### src/rtl/change_dispenser_if.sv
// Signal bundle between the vend controller / payout hardware and change_dispenser.
// CHG_AUDIT_EN adds the audit counters paid_total and coin_cnt.
interface change_dispenser_if;
  logic       disp_req;
  logic [3:0] Change;
  logic       Choco;
  logic       choco_ack;
  logic       coin_ack;
  logic       fault_clr;
  logic       choco_rel;
  logic       eject_10;
  logic       eject_05;
  logic       eject_02;
  logic       eject_01;
  logic       busy;
  logic       done;
  logic       fault;
  logic [2:0] state_dbg;
`ifdef CHG_AUDIT_EN
  logic [11:0] paid_total;
  logic [7:0]  coin_cnt;
`endif

  // Handshake: a request (choco_rel / eject_*) stays high until its ack is
  // sampled high on a rising clk edge, then drops on the following cycle.
  modport master (
    output disp_req, Change, Choco, choco_ack, coin_ack, fault_clr,
    input  choco_rel, eject_10, eject_05, eject_02, eject_01,
    input  busy, done, fault, state_dbg
`ifdef CHG_AUDIT_EN
    , input paid_total, coin_cnt
`endif
  );

  modport slave (
    input  disp_req, Change, Choco, choco_ack, coin_ack, fault_clr,
    output choco_rel, eject_10, eject_05, eject_02, eject_01,
    output busy, done, fault, state_dbg
`ifdef CHG_AUDIT_EN
    , output paid_total, coin_cnt
`endif
  );
endinterface

### src/rtl/change_dispenser.sv
// Releases one chocolate and pays change greedily (10/5/2/1 Rs), one coin per ack.
// Optional macro CHG_AUDIT_EN enables paid_total / coin_cnt audit counters.
module change_dispenser #(
  parameter int ACK_TIMEOUT = 255,
  parameter int TO_W        = 8
) (
  input  logic              clk,
  input  logic              rst,
  change_dispenser_if.slave dif
);

  localparam logic [2:0] S_IDLE  = 3'd0;
  localparam logic [2:0] S_CHOCO = 3'd1;
  localparam logic [2:0] S_SEL   = 3'd2;
  localparam logic [2:0] S_EJECT = 3'd3;
  localparam logic [2:0] S_DONE  = 3'd4;
  localparam logic [2:0] S_FAULT = 3'd5;

  localparam logic [TO_W-1:0] TO_LIM = TO_W'(ACK_TIMEOUT);

  logic [2:0]      state;
  logic [3:0]      bal;
  logic [3:0]      ej;        // one-hot {10, 5, 2, 1}
  logic            choco_rel_q;
  logic [TO_W-1:0] timer;
  logic [3:0]      coin_val;
  logic [3:0]      sel_ej;

  always_comb begin
    coin_val = 4'd0;
    if (ej[3])      coin_val = 4'd10;
    else if (ej[2]) coin_val = 4'd5;
    else if (ej[1]) coin_val = 4'd2;
    else if (ej[0]) coin_val = 4'd1;
  end

  // Largest coin not exceeding the balance, so bal - coin never underflows.
  always_comb begin
    sel_ej = 4'b0000;
    if (bal >= 4'd10)     sel_ej = 4'b1000;
    else if (bal >= 4'd5) sel_ej = 4'b0100;
    else if (bal >= 4'd2) sel_ej = 4'b0010;
    else if (bal != 4'd0) sel_ej = 4'b0001;
  end

  always_ff @(posedge clk or negedge rst) begin
    if (!rst) begin
      state       <= S_IDLE;
      bal         <= 4'd0;
      ej          <= 4'b0000;
      choco_rel_q <= 1'b0;
      timer       <= '0;
    end else begin
      case (state)
        S_IDLE: begin
          if (dif.disp_req) begin
            bal <= dif.Change;
            if (dif.Choco) begin
              state       <= S_CHOCO;
              choco_rel_q <= 1'b1;
              timer       <= '0;
            end else begin
              state <= S_SEL;
            end
          end
        end
        S_CHOCO: begin
          if (dif.choco_ack) begin
            choco_rel_q <= 1'b0;
            state       <= S_SEL;
          end else if (timer == TO_LIM) begin
            choco_rel_q <= 1'b0;
            state       <= S_FAULT;
          end else begin
            timer <= timer + 1'b1;
          end
        end
        S_SEL: begin
          if (bal == 4'd0) begin
            state <= S_DONE;
          end else begin
            ej    <= sel_ej;
            timer <= '0;
            state <= S_EJECT;
          end
        end
        S_EJECT: begin
          // An ack in the expiry cycle still counts as a successful payout.
          if (dif.coin_ack) begin
            bal   <= bal - coin_val;
            ej    <= 4'b0000;
            state <= S_SEL;
          end else if (timer == TO_LIM) begin
            ej    <= 4'b0000;
            state <= S_FAULT;
          end else begin
            timer <= timer + 1'b1;
          end
        end
        S_DONE: state <= S_IDLE;
        S_FAULT: begin
          if (dif.fault_clr) begin
            bal   <= 4'd0;
            state <= S_IDLE;
          end
        end
        default: state <= S_IDLE;
      endcase
    end
  end

`ifdef CHG_AUDIT_EN
  logic [11:0] paid_total_q;
  logic [7:0]  coin_cnt_q;

  always_ff @(posedge clk or negedge rst) begin
    if (!rst) begin
      paid_total_q <= 12'd0;
      coin_cnt_q   <= 8'd0;
    end else if (state == S_EJECT && dif.coin_ack) begin
      paid_total_q <= paid_total_q + {8'd0, coin_val};
      if (coin_cnt_q != 8'hFF) coin_cnt_q <= coin_cnt_q + 8'd1;
    end
  end

  assign dif.paid_total = paid_total_q;
  assign dif.coin_cnt   = coin_cnt_q;
`endif

  assign dif.choco_rel = choco_rel_q;
  assign dif.eject_10  = ej[3];
  assign dif.eject_05  = ej[2];
  assign dif.eject_02  = ej[1];
  assign dif.eject_01  = ej[0];
  assign dif.busy      = (state != S_IDLE);
  assign dif.done      = (state == S_DONE);
  assign dif.fault     = (state == S_FAULT);
  assign dif.state_dbg = state;

endmodule

### src/flat_wrapper.sv
// flat-port wrapper written by rule: the top's interface ports become plain ports
module change_dispenser_flat 
#(
  parameter int ACK_TIMEOUT = 255,
  parameter int TO_W        = 8
)
  (clk, rst, dif_disp_req, dif_Change, dif_Choco, dif_choco_ack, dif_coin_ack, dif_fault_clr, dif_choco_rel, dif_eject_10, dif_eject_05, dif_eject_02, dif_eject_01, dif_busy, dif_done, dif_fault, dif_state_dbg);
  change_dispenser_if dif_i ();
  input  logic clk;
  input  logic rst;
  input wire logic [$bits(dif_i.disp_req)-1:0] dif_disp_req;
  input wire logic [$bits(dif_i.Change)-1:0] dif_Change;
  input wire logic [$bits(dif_i.Choco)-1:0] dif_Choco;
  input wire logic [$bits(dif_i.choco_ack)-1:0] dif_choco_ack;
  input wire logic [$bits(dif_i.coin_ack)-1:0] dif_coin_ack;
  input wire logic [$bits(dif_i.fault_clr)-1:0] dif_fault_clr;
  output wire logic [$bits(dif_i.choco_rel)-1:0] dif_choco_rel;
  output wire logic [$bits(dif_i.eject_10)-1:0] dif_eject_10;
  output wire logic [$bits(dif_i.eject_05)-1:0] dif_eject_05;
  output wire logic [$bits(dif_i.eject_02)-1:0] dif_eject_02;
  output wire logic [$bits(dif_i.eject_01)-1:0] dif_eject_01;
  output wire logic [$bits(dif_i.busy)-1:0] dif_busy;
  output wire logic [$bits(dif_i.done)-1:0] dif_done;
  output wire logic [$bits(dif_i.fault)-1:0] dif_fault;
  output wire logic [$bits(dif_i.state_dbg)-1:0] dif_state_dbg;
  assign dif_i.disp_req = dif_disp_req;
  assign dif_i.Change = dif_Change;
  assign dif_i.Choco = dif_Choco;
  assign dif_i.choco_ack = dif_choco_ack;
  assign dif_i.coin_ack = dif_coin_ack;
  assign dif_i.fault_clr = dif_fault_clr;
  assign dif_choco_rel = dif_i.choco_rel;
  assign dif_eject_10 = dif_i.eject_10;
  assign dif_eject_05 = dif_i.eject_05;
  assign dif_eject_02 = dif_i.eject_02;
  assign dif_eject_01 = dif_i.eject_01;
  assign dif_busy = dif_i.busy;
  assign dif_done = dif_i.done;
  assign dif_fault = dif_i.fault;
  assign dif_state_dbg = dif_i.state_dbg;
  change_dispenser #(.ACK_TIMEOUT(ACK_TIMEOUT), .TO_W(TO_W)) u_core (.clk(clk), .rst(rst), .dif(dif_i));
endmodule
### config.mk
export PLATFORM = sky130hd
export DESIGN_NAME = change_dispenser_flat
export DESIGN_NICKNAME = d
export VERILOG_FILES = /design/src/rtl/change_dispenser_if.sv /design/src/rtl/change_dispenser.sv /design/src/flat_wrapper.sv
export SDC_FILE = /design/constraint.sdc
export NUM_CORES = 1
export LEC_CHECK = 0
export BUFFER_PORTS_ARGS = -buffer_cell sky130_fd_sc_hd__buf_2
export CAP_MARGIN = 25
export CORE_MARGIN = 2
export CORE_UTILIZATION = 60
export CTS_BUF_LIST = sky130_fd_sc_hd__clkbuf_4 sky130_fd_sc_hd__clkbuf_8
export CTS_CLUSTER_SIZE = 16
export DETAILED_ROUTE_END_ITERATION = 10
export PLACE_DENSITY = 0.8
export SYNTH_ARGS = -nofsm -noshare
export SYNTH_HDL_FRONTEND = slang
export SYNTH_SLANG_ARGS = --single-unit
### constraint.sdc
create_clock -name clk -period 2.98 [get_ports clk]
set_input_delay 0.298 -clock clk [delete_from_list [all_inputs] [get_ports clk]]
set_output_delay 0.298 -clock clk [all_outputs]
set_load 0.01 [all_outputs]
After elaboration in Yosys (flattened, before gate mapping)

Cells that the tools add are included.

Register bits after elaboration: 20
Output and inout port bits: 11
Logic and storage cells: 74

$add $sub $neg: 2
$lt $le $gt $ge: 3
Equal/unequal tests: 15
Mux-type cells: 36
Reduce and logical (&&, ||, !) cells: 13

Operator list:

| operator                                               | count |
|---|---|
| 2-to-1 mux 4 bit                                       | 12 |
| 2-to-1 mux 8 bit                                       | 6 |
| one-hot mux 8 bit (4 select lines)                     | 1 |
| 2-to-1 mux 3 bit                                       | 6 |
| one-hot mux 3 bit (5 select lines)                     | 1 |
| inequality test 2 bit (second input constant)          | 7 |
| one-hot mux 4 bit (3 select lines)                     | 1 |
| adder 8 x 1 -> 8 bit (second input constant)           | 1 |
| == test 8 bit (second input constant)                  | 1 |
| one-hot mux 4 bit (2 select lines)                     | 1 |
| AND reduction 4 bit                                    | 2 |
| nonzero test 4 bit                                     | 2 |
| == test 3 x 2 -> 1 bit (second input constant)         | 2 |
| == test 3 bit (second input constant)                  | 2 |
| 2-to-1 mux 1 bit                                       | 6 |
| inequality test 3 x 2 -> 1 bit (second input constant) | 2 |
| AND reduction 6 bit                                    | 1 |
| nonzero test 3 bit                                     | 2 |
| >= comparator 4 x 2 -> 1 bit (second input constant)   | 1 |
| >= comparator 4 x 3 -> 1 bit (second input constant)   | 1 |
| >= comparator 4 bit (second input constant)            | 1 |
| zero test 4 bit                                        | 1 |
| nonzero test 2 bit                                     | 2 |
| subtractor 4 bit                                       | 1 |
| 6 further kinds                                        | 6 |

Depth between registers and ports, before layout

Depth after elaboration: 7
Gate-level depth with buffers: 10
Mapped depth without buffers: 10

Worst setup path after synthesis

OpenSTA, ideal clock, no wires.

Kind: flip-flop to flip-flop
From: register u_core.ej[2]
To: register u_core.bal[2]
Library setup time: 83 ps
Data arrival time: 1816 ps
Path slack: 1082 ps
Stages on the path, launching flop included: 11
Buffers on the path: 0
Cells stage by stage: dfrtp_1 inv_1 a21oi_1 inv_1 nor2_1 ha_1 fa_1 xor2_1 o21ai_0 a22oi_1 o21ai_0

Cells in the longest elaborated chain, start to end: 5

Ends and longest elaborated chain:

| what                               | line                   | source |
|---|---|---|
| from (decl)                        | change_dispenser.sv:23 | `logic [3:0] ej;` |
| from (signal assigned)             | change_dispenser.sv:82 | `ej <= sel_ej;` |
| 2-to-1 mux 4 bit                   | change_dispenser.sv:32 | `else if (ej[2]) coin_val = 4'd5;` |
| 2-to-1 mux 4 bit                   | change_dispenser.sv:31 | `if (ej[3]) coin_val = 4'd10;` |
| subtractor 4 bit                   | change_dispenser.sv:90 | `bal <= bal - coin_val;` |
| 2-to-1 mux 4 bit                   | change_dispenser.sv:89 | `if (dif.coin_ack) begin` |
| one-hot mux 4 bit (3 select lines) | change_dispenser.sv:54 | `case (state)` |
| to (signal assigned)               | change_dispenser.sv:57 | `bal <= dif.Change;` |
| to (signal assigned)               | change_dispenser.sv:90 |  |
| to (decl)                          | change_dispenser.sv:22 | `logic [3:0] bal;` |

Every way passes these cells. The select of a mux whose other input is x is not followed.
A chain may end at the register's enable or synchronous reset.

Final worst setup path

From: register u_core.state[0] (netlist: u_core.dif.state_dbg[0])
To: register u_core.timer[1]

Cells in the longest elaborated chain, start to end: 3
Elaborated cells between the ends (all ways): 12
Those cells by class: eq/ne (8); mux (1); reduce/logical (3)

Ends and longest elaborated chain:

| what                                                                                | line                   | source |
|---|---|---|
| from (decl)                                                                         | change_dispenser.sv:21 | `logic [2:0] state;` |
| from (signal assigned)                                                              | change_dispenser.sv:48 | `state <= S_IDLE;` |
| from (signal assigned)                                                              | change_dispenser.sv:59 | `state <= S_CHOCO;` |
| from (signal assigned)                                                              | change_dispenser.sv:63 | `state <= S_SEL;` |
| == test 3 x 2 -> 1 bit (tied with other cells)                                      | change_dispenser.sv:54 |  |
| inequality test 2 bit (no source line) / nonzero test 4 bit (equally long branches) | -                      |  |
| AND reduction 6 bit (no source line)                                                | -                      |  |
| to (signal assigned)                                                                | change_dispenser.sv:75 | `timer <= timer + 1'b1;` |
| to (signal assigned)                                                                | change_dispenser.sv:97 | `timer <= timer + 1'b1;` |
| to (decl)                                                                           | change_dispenser.sv:25 | `logic [TO_W-1:0] timer;` |

Parallel ways exist; a longest one is shown, timed or not.

==> flow_metrics.tcl <==
set metrics [dict create \
    outcome "completed" \
    root_buffer "clkbuf_4" \
    grt_pass1_vias 1164 \
    synth_edf_count 0 \
    htree_num_levels 1 \
    ys.flop_type "dfrtp_1" \
    fin_setup_tns_ns 0 \
    coreArea_mm2 0.00223 \
    share_comb_of_total_power_pct 51.3 \
    io_pins 22 \
    p_seq_share_pct 33.4 \
    p_int_uw 837 \
    portBuffers 21 \
    track_usage_pct 26.2 \
    rsz0062_at_grt "false" \
    ant_nets 0 \
    postCtsSetupRepairBufs 0 \
    p_sw_share_pct 43.3 \
    start_util_pct 64.2 \
    via_per_inst 6.13 \
    start_kind "flip-flop" \
    finalSetupViolCount 0 \
    syn_nets 179 \
    max_freq_mhz 439 \
    worst-slew-pin-transition_ns 0.784 \
    die_w_um 52.9 \
    cp-end-kind "flip-flop" \
    avgSynthCellArea_um2 8.80 \
    synth-seq-cells 20 \
    critical_path_required_ns 3.19 \
    final_net_count 197 \
    drive_gt1_share_pct 21.1 \
    report.final.slew_viol_count 0 \
    synthesis.area_mm2 0.00143 \
    area_growth_pct 10.7 \
    syn_inst 163 \
    powerDensity_mw_per_mm2 929 \
    grt_pass1_wl_um 5240 \
    hold_violations 0 \
    clock-sinks 20 \
    drc 0 \
    period_minus_slack_ns 2.28 \
    critPathKind "flip-flop to flip-flop" \
    relSlewSlack_pct 47.7 \
    rows 17 \
    clkTransAtPathRegs_ns 0.12 \
    cts_buffers 3 \
    worstPathArrival_ns 2.49 \
    final_core_util_pct 71.1 \
    yosys_warnings 0 \
    worstSkewPairLatency_ns 0.31 \
    placed_area_mm2 0.00153 \
    fin_crit_sh_pct 76.4 \
    cts_tree "yes" \
    fill_cells 183 \
    skew_ns 0.00257 \
    p_leak_uw 0.000747 \
    die_area_mm2 0.00280 \
    via_count 1275 \
    hpwl_um 2380 \
    cts.path.max_buffers 2 \
    maxCapViolations 0 \
    synth_cell_types 49 \
    drt_pass1_iterations 4 \
    grt_antenna_before_repair 0 \
    wire_per_inst_um 15.0 \
    routabilityCongestion 0.844 \
    wl_um 3130 \
    drt_iter0_drc 27 \
    chipHeight_um 52.9 \
    grt_max_degree 25 \
    grt_overflow 0 \
    clkPwrFrac_pct 15.3 \
    postCtsHoldBufs 1 \
    cts_resized 0 \
    hold_class "primary input to flip-flop" \
    crit_fanout 22 \
    synth-seq-area-share_pct 34.9 \
    power.switching_uw 639 \
    diodes 0 \
    finalInstanceArea_mm2 0.00159 \
    synthArstFlopShare_pct 100 \
    ir_worst_vdd_uv 573 \
]
final cells by class:
type	count	area, um^2	area share (%)
clock inverter	1	30.0	1.89
sequential	20	500	31.5
tap	28	35.0	2.21
clock buffer	3	22.5	1.42
inverter	7	26.3	1.65
multi-input combinational	127	858	54.1
timing repair buffer	22	115	7.25
state kept, by name (all words and copies together) (netlist names):
register	count
u_core.timer	8
u_core.bal	4
u_core.ej	4
u_core.dif.state_dbg	3
u_core.dif.choco_rel	1
cells in the final DEF (no fill, tap or decap), drive strengths merged, types with 2 or more instances in the layout:
master	n
and3b	3
a31oi	3
clkbuf	3
o31ai	4
nor2b	2
buf	21
a211oi	4
a21o	2
and2	2
o21ai	7
a21oi	15
nor3b	5
ha	4
mux2	5
dfrtp	20
nand2	13
nor3	5
nor2	21
inv	7
o22a	3
nand3	3
nand2b	4
routing by layer:
metal  routed length [um]  up-vias  GRT usage [%]
met1                 1430      613           33.2
li1                     -      626              -
met2                 1560       29           44.6
met3                   91        7           3.39
met5                    0        -              0
met4                   55        0           11.5
worst paths after layout:
check,from,to,slack (ns),cells past startpoint
max,u_core.dif.state_dbg[0]$_DFFE_PN0P_,u_core.timer[1]$_DFFE_PN0P_,0.70,5
min reg2reg,u_core.timer[1]$_DFFE_PN0P_,u_core.timer[1]$_DFFE_PN0P_,0.54,1
max reg2reg,u_core.dif.state_dbg[0]$_DFFE_PN0P_,u_core.timer[1]$_DFFE_PN0P_,0.70,5
min,dif_choco_ack,u_core.dif.choco_rel$_DFFE_PN0P_,0.23,2
min in group asynchronous,rst,u_core.ej[0]$_DFFE_PN0P_,0.46,2
max in group asynchronous,rst,u_core.dif.state_dbg[0]$_DFFE_PN0P_,2.21,2
power groups by stage:
stage,sequential (uW),combinational [uW],clock [uW]
global placement,488,717,0
detailed placement,499,758,0
global route,513,850,239
CTS,491,767,231
finish,493,757,225
floorplan,437,657,0
cells in the mapped netlist (all sizes together) (3+ instances only):
| cell | instances | area share [%] |
|---|---|---|
| o22a | 3 | 1.8 |
| a21oi | 15 | 5.2 |
| o21ai | 7 | 2.4 |
| nand2b | 4 | 1.7 |
| dfrtp | 20 | 35 |
| a211oi | 4 | 2.1 |
| and3b | 3 | 1.8 |
| a31oi | 3 | 1.3 |
| nor2 | 21 | 5.5 |
| nor3 | 5 | 3.3 |
| inv | 7 | 1.8 |
| nor3b | 5 | 2.6 |
| buf | 7 | 2.9 |
| o31ai | 4 | 2.1 |
| nand3 | 3 | 1.4 |
| ha | 4 | 3.5 |
| nand2 | 13 | 3.4 |
| mux2 | 5 | 3.9 |
metrics by stage:
stage / power [uW] / cells / hold slack (ns) / setup WS (ns)
after global routing: 1600 / 208 / 0.250 / 0.501
after floorplan: 1090 / 163 / 0.00241 / 1.08
after CTS: 1490 / 208 / 0.227 / 0.714
final: 1480 / 208 / 0.234 / 0.703
after global placement: 1210 / 203 / 0.263 / 0.839
after detailed placement: 1260 / 203 / 0.276 / 0.718
cells by family after synthesis:
family	after synthesis	synth area share [%]
xor+xnor	2	1.22
simple gates	64	24.4
fa+ha+maj	5	4.89
buf+inv	16	5.24
flops	20	34.9
mux	6	4.62
compound gates	50	24.7
critical path, cell delays in order (launching register included):
cell       delay [ns]
dfrtp_1          0.70
or2_2            0.21
a21oi_1          0.08
a2111oi_4        0.78
nand2_1          0.16
a32o_1           0.25
(Power assumes the default switching activity.)
